===== src/rtl/load_unit.sv =====
// ----------------------------------------------------------------------------
// load_unit
//   Multi-cycle data-memory load stage for the 64-bit core. Takes a load
//   command from execute and issues one valid/ready request to data memory.
//   It captures the returned doubleword and extracts the addressed
//   byte/half/word/double, then sign- or zero-extends it. The result is held
//   for the write-back result-source select.
//
//   Optional build macro: LOAD_MISALIGN_CHECK_EN
//     defined   : misaligned loads skip memory and complete with o_misaligned=1,
//                 o_load_data=0
//     undefined : o_misaligned tied low; misaligned offsets are forced to
//                 natural alignment
//
// Ports:
//   clk          clock, rising edge
//   arst         asynchronous active-high reset
//   i_start      load command strobe (sampled only in IDLE)
//   i_addr       byte address of the load
//   i_funct3     load type (LB/LH/LW/LD/LBU/LHU/LWU, 111 = LD)
//   o_mem_req    memory request valid
//   o_mem_addr   doubleword-aligned memory address
//   i_mem_ready  memory accepts the request
//   i_mem_rvalid read data valid
//   i_mem_rdata  read doubleword, little-endian
//   o_busy       high whenever the FSM is not IDLE
//   o_load_valid one-cycle pulse, o_load_data newly updated
//   o_load_data  extended load result, held between loads
//   o_misaligned one-cycle misaligned-address pulse
// ----------------------------------------------------------------------------
module load_unit #(
   parameter int unsigned DATA_WIDTH = 64,
   parameter int unsigned ADDR_WIDTH = 64
) (
   input  logic                  clk,
   input  logic                  arst,
   input  logic                  i_start,
   input  logic [ADDR_WIDTH-1:0] i_addr,
   input  logic [2:0]            i_funct3,
   output logic                  o_mem_req,
   output logic [ADDR_WIDTH-1:0] o_mem_addr,
   input  logic                  i_mem_ready,
   input  logic                  i_mem_rvalid,
   input  logic [DATA_WIDTH-1:0] i_mem_rdata,
   output logic                  o_busy,
   output logic                  o_load_valid,
   output logic [DATA_WIDTH-1:0] o_load_data,
   output logic                  o_misaligned
);

   localparam int unsigned OFF_W = 3;

   typedef enum logic [1:0] {
      S_IDLE = 2'd0,
      S_REQ  = 2'd1,
      S_WAIT = 2'd2,
      S_DONE = 2'd3
   } state_t;

   state_t                r_state;
   state_t                w_next;
   logic [ADDR_WIDTH-1:0] r_addr;
   logic [2:0]            r_funct3;
   logic                  r_mem_req;
   logic                  r_busy;
   logic                  r_load_valid;
   logic [DATA_WIDTH-1:0] r_load_data;

   logic                  w_latch;
   logic [DATA_WIDTH-1:0] w_data_d;
   logic [OFF_W-1:0]      w_off;
   logic [DATA_WIDTH-1:0] w_shifted;
   logic [DATA_WIDTH-1:0] w_ext;

`ifdef LOAD_MISALIGN_CHECK_EN
   logic r_misaligned;
   logic w_mis_d;
   logic w_mis_c;

   // Misalignment test on the incoming command (size from funct3[1:0])
   always_comb begin
      w_mis_c = 1'b0;
      case (i_funct3[1:0])
         2'b01:   w_mis_c = i_addr[0];
         2'b10:   w_mis_c = |i_addr[1:0];
         2'b11:   w_mis_c = |i_addr[2:0];
         default: w_mis_c = 1'b0;
      endcase
   end
`endif

   // Byte offset forced to natural alignment for the access size
   always_comb begin
      w_off = r_addr[OFF_W-1:0];
      case (r_funct3[1:0])
         2'b00:   w_off = r_addr[OFF_W-1:0];
         2'b01:   w_off[0] = 1'b0;
         2'b10:   w_off[1:0] = 2'b00;
         default: w_off = 3'b000;
      endcase
   end

   assign w_shifted = i_mem_rdata >> {w_off, 3'b000};

   // Field extraction with sign/zero extension
   always_comb begin
      case (r_funct3)
         3'b000:  w_ext = {{(DATA_WIDTH-8){w_shifted[7]}},   w_shifted[7:0]};
         3'b001:  w_ext = {{(DATA_WIDTH-16){w_shifted[15]}}, w_shifted[15:0]};
         3'b010:  w_ext = {{(DATA_WIDTH-32){w_shifted[31]}}, w_shifted[31:0]};
         3'b100:  w_ext = {{(DATA_WIDTH-8){1'b0}},  w_shifted[7:0]};
         3'b101:  w_ext = {{(DATA_WIDTH-16){1'b0}}, w_shifted[15:0]};
         3'b110:  w_ext = {{(DATA_WIDTH-32){1'b0}}, w_shifted[31:0]};
         default: w_ext = w_shifted;
      endcase
   end

   // Next-state and next-output decode
   always_comb begin
      w_next   = r_state;
      w_latch  = 1'b0;
      w_data_d = r_load_data;
`ifdef LOAD_MISALIGN_CHECK_EN
      w_mis_d  = 1'b0;
`endif
      case (r_state)
         S_IDLE: begin
            if (i_start) begin
               w_latch = 1'b1;
`ifdef LOAD_MISALIGN_CHECK_EN
               if (w_mis_c) begin
                  w_next   = S_DONE;
                  w_mis_d  = 1'b1;
                  w_data_d = '0;
               end else begin
                  w_next = S_REQ;
               end
`else
               w_next = S_REQ;
`endif
            end
         end
         S_REQ: begin
            if (i_mem_ready) w_next = S_WAIT;
         end
         S_WAIT: begin
            if (i_mem_rvalid) begin
               w_next   = S_DONE;
               w_data_d = w_ext;
            end
         end
         S_DONE: begin
            w_next = S_IDLE;
         end
         default: begin
            w_next = S_IDLE;
         end
      endcase
   end

   // State, command latch and registered outputs (decoded from next state)
   always_ff @(posedge clk or posedge arst) begin
      if (arst) begin
         r_state      <= S_IDLE;
         r_addr       <= '0;
         r_funct3     <= '0;
         r_mem_req    <= 1'b0;
         r_busy       <= 1'b0;
         r_load_valid <= 1'b0;
         r_load_data  <= '0;
`ifdef LOAD_MISALIGN_CHECK_EN
         r_misaligned <= 1'b0;
`endif
      end else begin
         r_state      <= w_next;
         r_mem_req    <= (w_next == S_REQ);
         r_busy       <= (w_next != S_IDLE);
         r_load_valid <= (w_next == S_DONE);
         r_load_data  <= w_data_d;
`ifdef LOAD_MISALIGN_CHECK_EN
         r_misaligned <= w_mis_d;
`endif
         if (w_latch) begin
            r_addr   <= i_addr;
            r_funct3 <= i_funct3;
         end
      end
   end

   assign o_mem_req    = r_mem_req;
   assign o_mem_addr   = {r_addr[ADDR_WIDTH-1:OFF_W], 3'b000};
   assign o_busy       = r_busy;
   assign o_load_valid = r_load_valid;
   assign o_load_data  = r_load_data;
`ifdef LOAD_MISALIGN_CHECK_EN
   assign o_misaligned = r_misaligned;
`else
   assign o_misaligned = 1'b0;
`endif

endmodule


===== config.mk =====
export PLATFORM = sky130hd
export DESIGN_NAME = load_unit
export DESIGN_NICKNAME = d
export VERILOG_FILES = /design/src/rtl/load_unit.sv
export SDC_FILE = /design/constraint.sdc
export NUM_CORES = 1
export LEC_CHECK = 0
export CAP_MARGIN = 40
export CORE_ASPECT_RATIO = 0.6
export CORE_MARGIN = 5
export CORE_UTILIZATION = 44
export DETAILED_ROUTE_END_ITERATION = 8
export GPL_ROUTABILITY_DRIVEN = 0
export GPL_TIMING_DRIVEN = 0
export PLACE_DENSITY = 0.84
export SLEW_MARGIN = 20
export SYNTH_ARGS = -nofsm -noshare
export SYNTH_HDL_FRONTEND = slang
export SYNTH_SLANG_ARGS = --single-unit

===== constraint.sdc =====
create_clock -name clk -period 4.42 [get_ports clk]
set_input_delay 0.442 -clock clk [delete_from_list [all_inputs] [get_ports clk]]
set_output_delay 0.442 -clock clk [all_outputs]
set_load 0.02 [all_outputs]

### Word-level counts from Yosys, hierarchy flattened

Index checks and enable logic that the tools add are counted.

| cells by class | value |
|---|---|
| eq/ne operators | 12 |
| shifts and indexed selects | 1 |
| multiplexer cells | 10 |
| reduce and logical (&&, ||, !) cells | 7 |

Operators by type and width:

| operator | count |
|---|---|
| $pmux 64 s6 | 1 |
| $shr 64x6->64 | 1 |
| $eq 3x3->1 const B | 3 |
| $eq 2x2->1 const B | 4 |
| $pmux 2 s4 | 1 |
| $eq 2x1->1 const B | 3 |
| $mux 2 | 3 |
| $mux 1 | 5 |
| $logic_not 2->1 | 2 |
| $eq 3x1->1 const B | 1 |
| $eq 3x2->1 const B | 1 |
| $logic_not 3->1 | 1 |
| $reduce_or 3->1 | 1 |
| $reduce_and 2->1 | 1 |
| $reduce_bool 2->1 | 1 |
| $reduce_or 2->1 | 1 |

| storage, ports and cells | value |
|---|---|
| flip-flop bits (word level) | 136 |
| output and inout bits | 132 |
| logic and storage cells | 37 |

### Logic depth before layout (Yosys ltp)

Gate-level depths: netlist of the first run.

| logic depth | value |
|---|---|
| depth after elaboration | 5 |
| depth in mapped cells | 10 |

### Worst setup path before layout of the first run

No wires, ideal clock.

| timing | value |
|---|---|
| path type | reg-to-reg |
| start | register r_funct3[0] |
| end | register r_load_data[25] (netlist: o_load_data[25]) |
| library setup time | 0.123 ns |
| arrival | 2.015 ns |
| slack | 2.282 ns |
| cell stages (with the launch flop) | 11 |
| buffers on the path | 4 |
| cells stage by stage | dfrtp_1 buf_2 nand2b_1 buf_6 mux2_4 a2111oi_4 nor3_1 o21ai_2 buf_4 buf_6 a21oi_1 |

| between the ends | value |
|---|---|
| cells in the longest elaborated chain, start to end | 5 |
| elaborated cells between the ends (all ways) | 16 |
| those cells by class | eq/ne (7); shift (1); mux (4); reduce/logical (4) |

Ends and longest elaborated chain:

| element | line | source |
|---|---|---|
| start, declared | 63 | `logic [2:0] r_funct3;` |
| start signal, assigned | 185 | `r_funct3 <= i_funct3;` |
| $eq 2x2->1, or another cell as far along | 95 | `case (r_funct3[1:0])` |
| $reduce_or 3->1 (no line) / $reduce_or 2->1 (equally long branches) | - |  |
| $mux 1 | 95 |  |
| $shr 64x6->64 | 103 | `assign w_shifted = i_mem_rdata >> {w_off, 3'b000};` |
| $pmux 64 s6 (*) | 107 | `case (r_funct3)` |
| end signal, assigned | 179 | `r_load_data <= w_data_d;` |
| end, declared | 67 | `logic [DATA_WIDTH-1:0] r_load_data;` |

Mark *: on every way between the ends. The rest lies on a longest branch, timed or not.
A chain may end at the register's enable or synchronous reset.

### Worst setup path in the final report of the first run

| timing | value |
|---|---|
| start | register r_funct3[0] |
| end | register r_load_data[61] (netlist: o_load_data[61]) |

Same word-level chain as after synthesis.

==> impl_metrics.env, run 1 <==
export IMPL_gr_usage_all_layers_pct=25.9
export IMPL_cts_max_level=4
export IMPL_period_needed_ns=2.94
export IMPL_status="completed"
export IMPL_finalClockSkew_ns=0.0145
export IMPL_route_detailed_drc=0
export IMPL_antenna_cells=0
export IMPL_cp_required_ns=4.70
export IMPL_cp_start_kind="flip-flop"
export IMPL_synth_flop_cell="dfrtp_1"
export IMPL_fin_crit_sh_pct=66.6
export IMPL_synth_fa_ha_area_share_pct=0
export IMPL_grtUsageMet1_pct=36.8
export IMPL_num_rows=35
export IMPL_setup_violations=0
export IMPL_initial_core_util_pct=44.8
export IMPL_total_leakage_power_nw=4.29
export IMPL_grt_busiest_layer="met2"
export IMPL_synth_top_area_share_pct=49.5
export IMPL_yosysMostFrequentCell="dfrtp_1"
export IMPL_synth_seq_area_share_pct=49.5
export IMPL_synth_edf_count=0
export IMPL_synth_area_leader_cell="dfrtp_1"
export IMPL_area_growth_pct=51.1
export IMPL_antenna_found_initial=0
export IMPL_routedWlPerCell_um=20.6
export IMPL_postCtsSetupBuffers=0
export IMPL_drt_iter0_drc=638
export IMPL_cts_buffers=17
export IMPL_synthSimpleGateAreaFrac_pct=11.0
export IMPL_grt_pass1_vias=6346
export IMPL_p_per_area_nw_per_um2=826
export IMPL_slowest_stage="a31oi_1"
export IMPL_path_cells="buf_2 > nor2_1 > nand2_1 > o31ai_1 > o21ai_0 > a31oi_1 > buf_2 > a31oi_1"
export IMPL_min_path_type="input pin to asynchronous set/reset pin"
export IMPL_portBuffers=263
export IMPL_synth_commonest_cells="dfrtp_1, nand2_1, mux2_2"
export IMPL_postRouteAntennaNets=0
export IMPL_finalMaxSlewViolations=0
export IMPL_cts_tree="yes"
export IMPL_grt_pass1_wl_um=36200
export IMPL_coreArea_um2=15300
export IMPL_synth_area_per_cell_um2=10.5
export IMPL_synth_seq_cells=136
export IMPL_synth_area_leaders="dfrtp_1, mux2_2, buf_4"
export IMPL_critPathKind="flip-flop to flip-flop"
export IMPL_ir_drop_uv=487
export IMPL_grt_start_max_net_pins=94
export IMPL_synth_compound_area_share_pct=13.1
export IMPL_endpoint_kind="flip-flop"
export IMPL_post_cts_resized=0
export IMPL_hold_viol_final=0
export IMPL_drt_total_wl_um=23800
export IMPL_cp_slowest_stage_delay_ns=0.57
export IMPL_netlist_area_um2=6870
export IMPL_rrSetupSlack_ns=1.48
export IMPL_fmax_mhz=340
export IMPL_viasPerCell=5.48
export IMPL_io_pins=268
export IMPL_cts_clk_slew_worst_paths_ns=0.07
export IMPL_grt_ovfl_total=0
export IMPL_finalPower_w=0.00857
export IMPL_clock_path_buffers=2
export IMPL_drtPass1Iterations=5
export IMPL_cp_max_fo=10
export IMPL_gr_usage_met3_pct=10.9
export IMPL_synth_area_mux_share_pct=15.8
export IMPL_ys_types=48
export IMPL_synth_warnings=0
export IMPL_die_area_um2=18300
export IMPL_fin_tns_setup_ns=0
export IMPL_clk_latency_ns=0.41
export IMPL_cts_sinks=136
export IMPL_syn_inst=654
export IMPL_hpwlAfterDp_um=18400
export IMPL_holdBufCountCts=0
export IMPL_die_width_um=171
export IMPL_placed_area_um2=9810
export IMPL_fin_area_um2=10400
export IMPL_worst_pin_slew_ns=0.712
export IMPL_worstPathArrival_ns=3.22
export IMPL_clock_root_buffer="clkbuf_16"
export IMPL_vias=6331
export IMPL_synth_async_reset_ratio_pct=100
export IMPL_die_y_um=107
export IMPL_yosys_area_share_xor_xnor_pct=0
export IMPL_slew_limit_headroom_pct=52.6
export IMPL_drive_gt1_share_pct=20.8
export IMPL_rsz0062_at_grt="false"
export IMPL_max_cap_violations=0
export IMPL_synth_top_family_by_area="multiplexers"
export IMPL_met2_usage_pct=37.3
export IMPL_layout_nets=1077
==> flip-flops by register name (all words and copies together), names as in the netlist <==
name and flops:
o_load_data 64, r_addr 64, r_funct3 3, r_state 2, o_busy 1, o_load_valid 1
o_mem_req 1
==> through the flow <==
stage / hold slack, ns / instances / worst slack (ns) / util, %
floorplan: 0.482 / 657 / 0.339 / -
finish: 0.405 / 1156 / 1.48 / 67.7
detailed placement: 0.493 / 1125 / 1.29 / 64.0
global route: 0.433 / 1156 / 1.31 / 67.7
global placement: 0.490 / 1123 / -1.69 / 63.7
CTS: 0.417 / 1156 / 1.61 / 67.7
==> area by class of cell <==
| type | count | area (µm²) |
|---|---|---|
| Clock inverter | 13 | 145 |
| Buffer | 114 | 704 |
| Fill cell | 1193 | 4950 |
| Multi-Input combinational cell | 403 | 2760 |
| Timing Repair Buffer | 265 | 2670 |
| Clock buffer | 18 | 429 |
| Tap cell | 203 | 254 |
| Sequential cell | 136 | 3400 |
| Inverter | 4 | 22.5 |
==> power by group <==
part / internal, W / switching (W) / leakage [nW]
sequential: 0.00189 / 0.000378 / 1.58
clock: 0.000835 / 0.000569 / 0.274
combinational: 0.00240 / 0.00250 / 2.43
==> critical path: cells and delay by family (launching register included) <==
| kind | cells | cell delay, ns |
|---|---|---|
| buffers and inverters | 2 | 0.54 |
| AO/OA/AOI/OAI | 4 | 1.19 |
| AND/OR/NAND/NOR | 2 | 0.73 |
| flip-flops | 1 | 0.35 |
==> cells by family (layout without fill, tap and decap cells) <==
kind of cell    count (synthesis)  count (layout)
compound gates                131             131
buf+inv                       118             414
flops                         136             136
mux                            89              89
other cells                     1               4
simple gates                  179             179
==> layout by cell type (no fill, tap or decap), types with 8 or more instances in the layout <==
master	n
clkdlybuf4s50_1	263
dfrtp_1	136
nand2_1	77
mux2_2	74
buf_4	66
nor2_1	64
a31oi_1	44
clkbuf_1	33
a21oi_1	29
clkbuf_16	17
buf_2	12
nand3_1	10
mux4_2	8
==> worst paths after layout <==
path	startpoint	depth (start not counted)	endpoint
max	r_funct3[0]$_DFFE_PP0P_	8	o_load_data[61]$_DFFE_PP0P_
min	arst	2	r_addr[16]$_DFFE_PP0P_
max reg2reg	r_funct3[0]$_DFFE_PP0P_	8	o_load_data[61]$_DFFE_PP0P_
min reg2reg	r_addr[5]$_DFFE_PP0P_	1	r_addr[5]$_DFFE_PP0P_
max in group asynchronous	arst	3	r_addr[3]$_DFFE_PP0P_
min in group clk	r_addr[5]$_DFFE_PP0P_	1	r_addr[5]$_DFFE_PP0P_
==> layer usage <==
metal	vias to the layer above	wire length, µm
met5	-	0
met4	0	318
met1	3042	9960
li1	2831	-
met2	420	10200
met3	38	3270
No activity file was read; power rests on OpenSTA's default activity.
==> run 2, diff against run 1 <==
--- a/config.mk
+++ b/config.mk
@@ -8,11 +8,11 @@
 export CAP_MARGIN = 40
 export CORE_ASPECT_RATIO = 0.6
 export CORE_MARGIN = 5
-export CORE_UTILIZATION = 44
+export CORE_UTILIZATION = 40
 export DETAILED_ROUTE_END_ITERATION = 8
 export GPL_ROUTABILITY_DRIVEN = 0
 export GPL_TIMING_DRIVEN = 0
-export PLACE_DENSITY = 0.84
+export PLACE_DENSITY = 0.8
 export SLEW_MARGIN = 20
 export SYNTH_ARGS = -nofsm -noshare
 export SYNTH_HDL_FRONTEND = slang
==> constraint.sdc (replaced) <==
create_clock -name clk -period 2.4 [get_ports clk]
set_input_delay 0.24 -clock clk [delete_from_list [all_inputs] [get_ports clk]]
set_output_delay 0.24 -clock clk [all_outputs]
set_load 0.02 [all_outputs]
==> run 2 against run 1 <==
Compared with the run above: first-iteration DRC count increased by 12%; cell area increased by 2.9%; utilization decreased by 4.8 points; non-clock buffer count increased by 11; maximum frequency increased by 26%; total power increased by 89%; critical path type unchanged; critical endpoint is now o_load_data[16]$_DFFE_PP0P_; largest cell class is now buffers; sequential power increased by 84%; worst hold slack got worse by 0.20 ns; via count decreased by 0.19%; worst setup slack got worse by 1.4 ns.
==> impl_metrics.env, run 2 (synthesis results as in run 1) <==
export IMPL_fin_cells=1199
export IMPL_rrSetupSlack_ns=0.07
export IMPL_worst_pin_slew_ns=0.637
export IMPL_dp_cells=1159
export IMPL_finalClockSkew_ns=0.0162
export IMPL_drt_total_wl_um=24000
export IMPL_cts_max_level=4
export IMPL_cts_tree="yes"
export IMPL_clk_latency_ns=0.41
export IMPL_grt_start_max_net_pins=34
export IMPL_rsz0062_at_grt="true"
export IMPL_cts_sinks=136
export IMPL_antenna_found_initial=0
export IMPL_initial_core_util_pct=40.4
export IMPL_holdBufCountCts=0
export IMPL_setup_ws_ns=0.0677
export IMPL_die_width_um=179
export IMPL_coreArea_um2=17000
export IMPL_slew_limit_headroom_pct=56.5
export IMPL_io_pins=268
export IMPL_cts_buffers=17
export IMPL_drt_iter0_drc=714
export IMPL_critPathKind="flip-flop to flip-flop"
export IMPL_route_detailed_drc=0
export IMPL_layout_nets=1088
export IMPL_antenna_cells=0
export IMPL_period_needed_ns=2.33
export IMPL_area_growth_pct=55.6
export IMPL_rr_endpoint="o_load_data[16]$_DFFE_PP0P_"
export IMPL_reg2reg_depth=10
export IMPL_drive_gt1_share_pct=24.2
export IMPL_multiInputGateArea_um2=2830
export IMPL_endpoint_kind="flip-flop"
export IMPL_dp_slack_ns=-0.579
export IMPL_routedWlPerCell_um=20.0
export IMPL_fmax_mhz=429
export IMPL_cp_required_ns=2.66
export IMPL_p_per_area_nw_per_um2=1520
export IMPL_grt_pass1_wl_um=35900
export IMPL_fillers=1363
export IMPL_die_y_um=112
export IMPL_min_path_type="input pin to asynchronous set/reset pin"
export IMPL_postRouteAntennaNets=0
export IMPL_vias=6319
export IMPL_finalPower_w=0.0162
export IMPL_max_cap_violations=0
export IMPL_gr_usage_all_layers_pct=23.3
export IMPL_ir_drop_uv=802
export IMPL_clock_root_buffer="clkbuf_16"
export IMPL_setup_violations=0
export IMPL_layout_area_seq_um2=3400
export IMPL_finalMaxSlewViolations=0
export IMPL_drtPass1Iterations=6
export IMPL_hold_viol_final=0
export IMPL_grt_ovfl_total=0
export IMPL_viasPerCell=5.27
export IMPL_grt_pass1_vias=6261
export IMPL_portBuffers=263
export IMPL_cp_max_fo=8
export IMPL_fin_crit_sh_pct=97.2
export IMPL_total_leakage_power_nw=4.43
export IMPL_hold_ws_ns=0.208
export IMPL_mostFrequentLayoutCell="clkdlybuf4s50_1"
export IMPL_num_rows=37
export IMPL_hpwlAfterDp_um=18700
export IMPL_worstPathArrival_ns=2.59
export IMPL_cp_start_kind="flip-flop"
export IMPL_status="completed"
export IMPL_die_area_um2=20000
export IMPL_r2r_start="r_funct3[0]$_DFFE_PP0P_"
export IMPL_clock_path_buffers=2
export IMPL_cts_clk_slew_worst_paths_ns=0.07
export IMPL_mostFrequentLayoutCells="clkdlybuf4s50_1, dfrtp_1, buf_4, nand2_1, mux2_2"
==> run 2: cell types whose count changed in the layout (fill, tap and decap cells not counted), sizes merged <==
cell    change
clkinv      +3
inv         -4
bufinv      +1
buf        +12
==> run 2: worst max-delay path, stage by stage, from the launching register on <==
cell	delay, ns
dfrtp_1	0.37
buf_6	0.14
nand2b_4	0.14
buf_6	0.13
mux2_4	0.33
a2111oi_4	0.41
nor3_2	0.08
o21ai_2	0.13
buf_6	0.15
buf_2	0.21
a31oi_1	0.11
==> run 2: how the worst max path moves through the flow <==
stage                            startpoint                          end  slack [ns]  cells past startpoint
global route        r_funct3[0]$_DFFE_PP0P_  o_load_data[20]$_DFFE_PP0P_       -0.01                     11
detailed placement                  i_start        r_addr[6]$_DFFE_PP0P_       -0.58                      5
CTS                 r_funct3[0]$_DFFE_PP0P_  o_load_data[27]$_DFFE_PP0P_       0.009                     11
floorplan           r_funct3[0]$_DFFE_PP0P_  o_load_data[25]$_DFFE_PP0P_        0.26                     10
finish              r_funct3[0]$_DFFE_PP0P_  o_load_data[16]$_DFFE_PP0P_        0.07                     10
global placement                       arst  o_load_data[60]$_DFFE_PP0P_       -0.87                      2
==> run 2: stage by stage <==
stage	TNS, ns	util (%)	instance area, µm²
floorplan	0	-	6880
global placement	-136.20	57.7	9810
detailed placement	-19.56	58.2	9890
CTS	0	62.2	10600
global route	-0.0568	62.9	10700
finish	0	62.9	10700
==> run 2: final cells by class <==
| class | instances | area share (%) |
|---|---|---|
| buffer | 112 | 6.98 |
| clock buffer | 19 | 4.05 |
| clock inverter | 13 | 1.58 |
| inverter | 4 | 0.211 |
| multi-input combinational | 403 | 26.4 |
| sequential | 136 | 31.8 |
| tap | 234 | 2.74 |
| timing repair buffer | 278 | 26.1 |
==> run 2: report_power, final <==
part	internal, W	switching [W]	leakage (nW)
Sequential	0.00348	0.000695	1.58
Clock	0.00165	0.00105	0.292
Combinational	0.00466	0.00472	2.55
==> run 2: routing by layer <==
| metal | track usage (%) | share of wire, % | wire length [µm] | up-vias |
|---|---|---|---|---|
| li1 | - | - | - | 2853 |
| met1 | 34.2 | 44 | 10500 | 3057 |
| met2 | 32.3 | 42 | 10100 | 393 |
| met3 | 10.6 | 14 | 3270 | 16 |
| met4 | 3.19 | 0.51 | 123 | 0 |
| met5 | 0 | 0 | 0 | - |
==> run 2: repair_timing <==
| item | in CTS | in global routing |
|---|---|---|
| buffers inserted | 2 | 7 |
| pin swaps | 3 | 4 |
| setup endpoints to repair | 75 | 63 |
| gates cloned | 1 | 0 |
| resized for setup | 17 | 27 |
==> run 3, diff against run 2 <==
--- a/config.mk
+++ b/config.mk
@@ -6,12 +6,13 @@
 export NUM_CORES = 1
 export LEC_CHECK = 0
 export CAP_MARGIN = 40
+export CELL_PAD_IN_SITES_DETAIL_PLACEMENT = 1
+export CELL_PAD_IN_SITES_GLOBAL_PLACEMENT = 1
 export CORE_ASPECT_RATIO = 0.6
 export CORE_MARGIN = 5
-export CORE_UTILIZATION = 40
+export CORE_UTILIZATION = 30
 export DETAILED_ROUTE_END_ITERATION = 8
 export GPL_ROUTABILITY_DRIVEN = 0
-export GPL_TIMING_DRIVEN = 0
 export PLACE_DENSITY = 0.8
 export SLEW_MARGIN = 20
 export SYNTH_ARGS = -nofsm -noshare
==> run 3 against run 2 <==
Compared with the run above: cell count fell by 1.3%; total power fell by 2.4%; die area rose by 31%; worst hold slack improved by 0.065 ns; cell area fell by 3.6%; register-to-register slack improved by 0.07 ns; critical endpoint is now o_load_data[22]$_DFFE_PP0P_.
==> impl_metrics.env, run 3 (synthesis results as in run 1) <==
export IMPL_status="completed"
export IMPL_rsz0062_at_grt="false"
export IMPL_placed_area_um2=9620
export IMPL_hpwlAfterDp_um=19900
export IMPL_grt_pass1_wl_um=39400
export IMPL_drt_iter0_drc=536
export IMPL_gr_usage_all_layers_pct=19.9
export IMPL_clock_path_buffers=2
export IMPL_grt_start_max_net_pins=84
export IMPL_drt_total_wl_um=26400
export IMPL_finalMaxSlewViolations=0
export IMPL_fin_crit_sh_pct=94.2
export IMPL_num_rows=42
export IMPL_clk_latency_ns=0.42
export IMPL_area_growth_pct=50.0
export IMPL_cp_start_kind="flip-flop"
export IMPL_fillers=2425
export IMPL_period_needed_ns=2.26
export IMPL_portBuffers=263
export IMPL_postRouteAntennaNets=0
export IMPL_cp_max_fo=31
export IMPL_antenna_cells=0
export IMPL_cts_sinks=136
export IMPL_mostFrequentLayoutCells="clkdlybuf4s50_1, dfrtp_1, nand2_1, mux2_2, nor2_1"
export IMPL_worst_pin_slew_ns=0.615
export IMPL_die_width_um=205
export IMPL_grt_pass1_vias=6341
export IMPL_setup_violations=0
export IMPL_coreArea_um2=22300
export IMPL_setup_ws_ns=0.139
export IMPL_cp_slowest_stage_delay_ns=0.38
export IMPL_dp_slack_ns=0.0326
export IMPL_cts_buffers=17
export IMPL_die_y_um=127
export IMPL_antenna_found_initial=0
export IMPL_ir_drop_uv=586
export IMPL_holdBufCountCts=0
export IMPL_p_per_area_nw_per_um2=1540
export IMPL_crit_start="r_funct3[0]$_DFFE_PP0P_"
export IMPL_finalPower_w=0.0158
export IMPL_cts_tree="yes"
export IMPL_grt_ovfl_total=0
export IMPL_drtPass1Iterations=5
export IMPL_io_pins=268
export IMPL_endpoint_kind="flip-flop"
export IMPL_finalClockSkew_ns=0.00976
export IMPL_max_cap_violations=0
export IMPL_min_path_type="input pin to asynchronous set/reset pin"
export IMPL_fin_util_pct=46.3
export IMPL_routedWlPerCell_um=22.3
export IMPL_total_leakage_power_nw=4.12
export IMPL_layout_nets=998
export IMPL_critPathKind="flip-flop to flip-flop"
export IMPL_path_cells="buf_4 > and2_1 > nand2b_1 > buf_12 > o211ai_1 > o211a_1 > o21ai_4 > clkbuf_16 > a31oi_1"
export IMPL_slew_limit_headroom_pct=59.0
export IMPL_route_detailed_drc=0
export IMPL_mostFrequentLayoutCell="clkdlybuf4s50_1"
export IMPL_hold_viol_final=0
export IMPL_cts_max_level=4
export IMPL_worstPathArrival_ns=2.55
export IMPL_vias=6022
export IMPL_drive_gt1_share_pct=18.5
export IMPL_die_area_um2=26100
export IMPL_fin_area_um2=10300
export IMPL_slowest_stage="dfrtp_1"
export IMPL_fmax_mhz=442
export IMPL_viasPerCell=5.09
export IMPL_clock_root_buffer="clkbuf_16"
export IMPL_initial_core_util_pct=30.8
export IMPL_cts_clk_slew_worst_paths_ns=0.06
export IMPL_r2r_start="r_funct3[0]$_DFFE_PP0P_"
export IMPL_cp_required_ns=2.69
==> run 3: cell types whose count changed in the layout (fill, tap and decap cells not counted), moves of 4 or more <==
cell	previous run	this run
buf_4	77	24
buf_12	4	11
buf_2	7	0
clkbuf_1	23	0
buf_6	4	0
clkbuf_2	9	1
==> run 3: power by group <==
| group | switching, W | internal, W | leakage (nW) |
|---|---|---|---|
| logic | 0.00462 | 0.00413 | 2.23 |
| registers | 0.000734 | 0.00348 | 1.58 |
| clock network | 0.00108 | 0.00181 | 0.311 |
| total | 0.00643 | 0.00942 | 4.12 |
==> run 3: critical path, delay by kind of cell (launching register included) <==
| kind | cells | cell delay [ns] |
|---|---|---|
| compound gates | 4 | 0.68 |
| simple gates | 2 | 0.34 |
| flops | 1 | 0.38 |
| buf+inv | 3 | 0.71 |
==> run 3: cell type report <==
cell class                      instances  area [µm²]  area share (%)
Clock buffer                           19         453            4.39
Clock inverter                         13         193            1.87
Inverter                                4        18.8           0.182
Multi-Input combinational cell        403        2790            27.1
Sequential cell                       136        3400            33.0
Tap cell                              308         385            3.74
Timing Repair Buffer                  300        3060            29.7
==> run 3: metrics by stage <==
stage	TNS, ns	hold slack (ns)	std cells
finish	0	0.273	1183
global route	0	0.290	1183
CTS	0	0.283	1181
detailed placement	0	0.479	1149
global placement	-0.474	0.477	1149
floorplan	0	0.357	657
==> run 3: timing repair <==
action	CTS	global route
buffers inserted	0	0
gates resized for setup	0	3
setup endpoints to repair	0	48
==> run 3: final timing paths <==
| path | end | depth (start not counted) | slack (ns) |
|---|---|---|---|
| max | o_load_data[22]$_DFFE_PP0P_ | 9 | 0.14 |
| min | r_addr[3]$_DFFE_PP0P_ | 3 | 0.27 |
| max reg2reg | o_load_data[22]$_DFFE_PP0P_ | 9 | 0.14 |
| min reg2reg | o_load_data[6]$_DFFE_PP0P_ | 2 | 0.49 |
| max in group asynchronous | o_load_data[42]$_DFFE_PP0P_ | 3 | 1.67 |
| min in group clk | r_addr[2]$_DFFE_PP0P_ | 3 | 0.39 |
==> run 3: routing by layer <==
metal	GRT usage, %	share of wire [%]	vias up
met5	0	0	-
met4	4.17	0.76	0
met3	6.99	10	14
met2	28.2	43	280
met1	29.2	46	3064
li1	-	-	2664
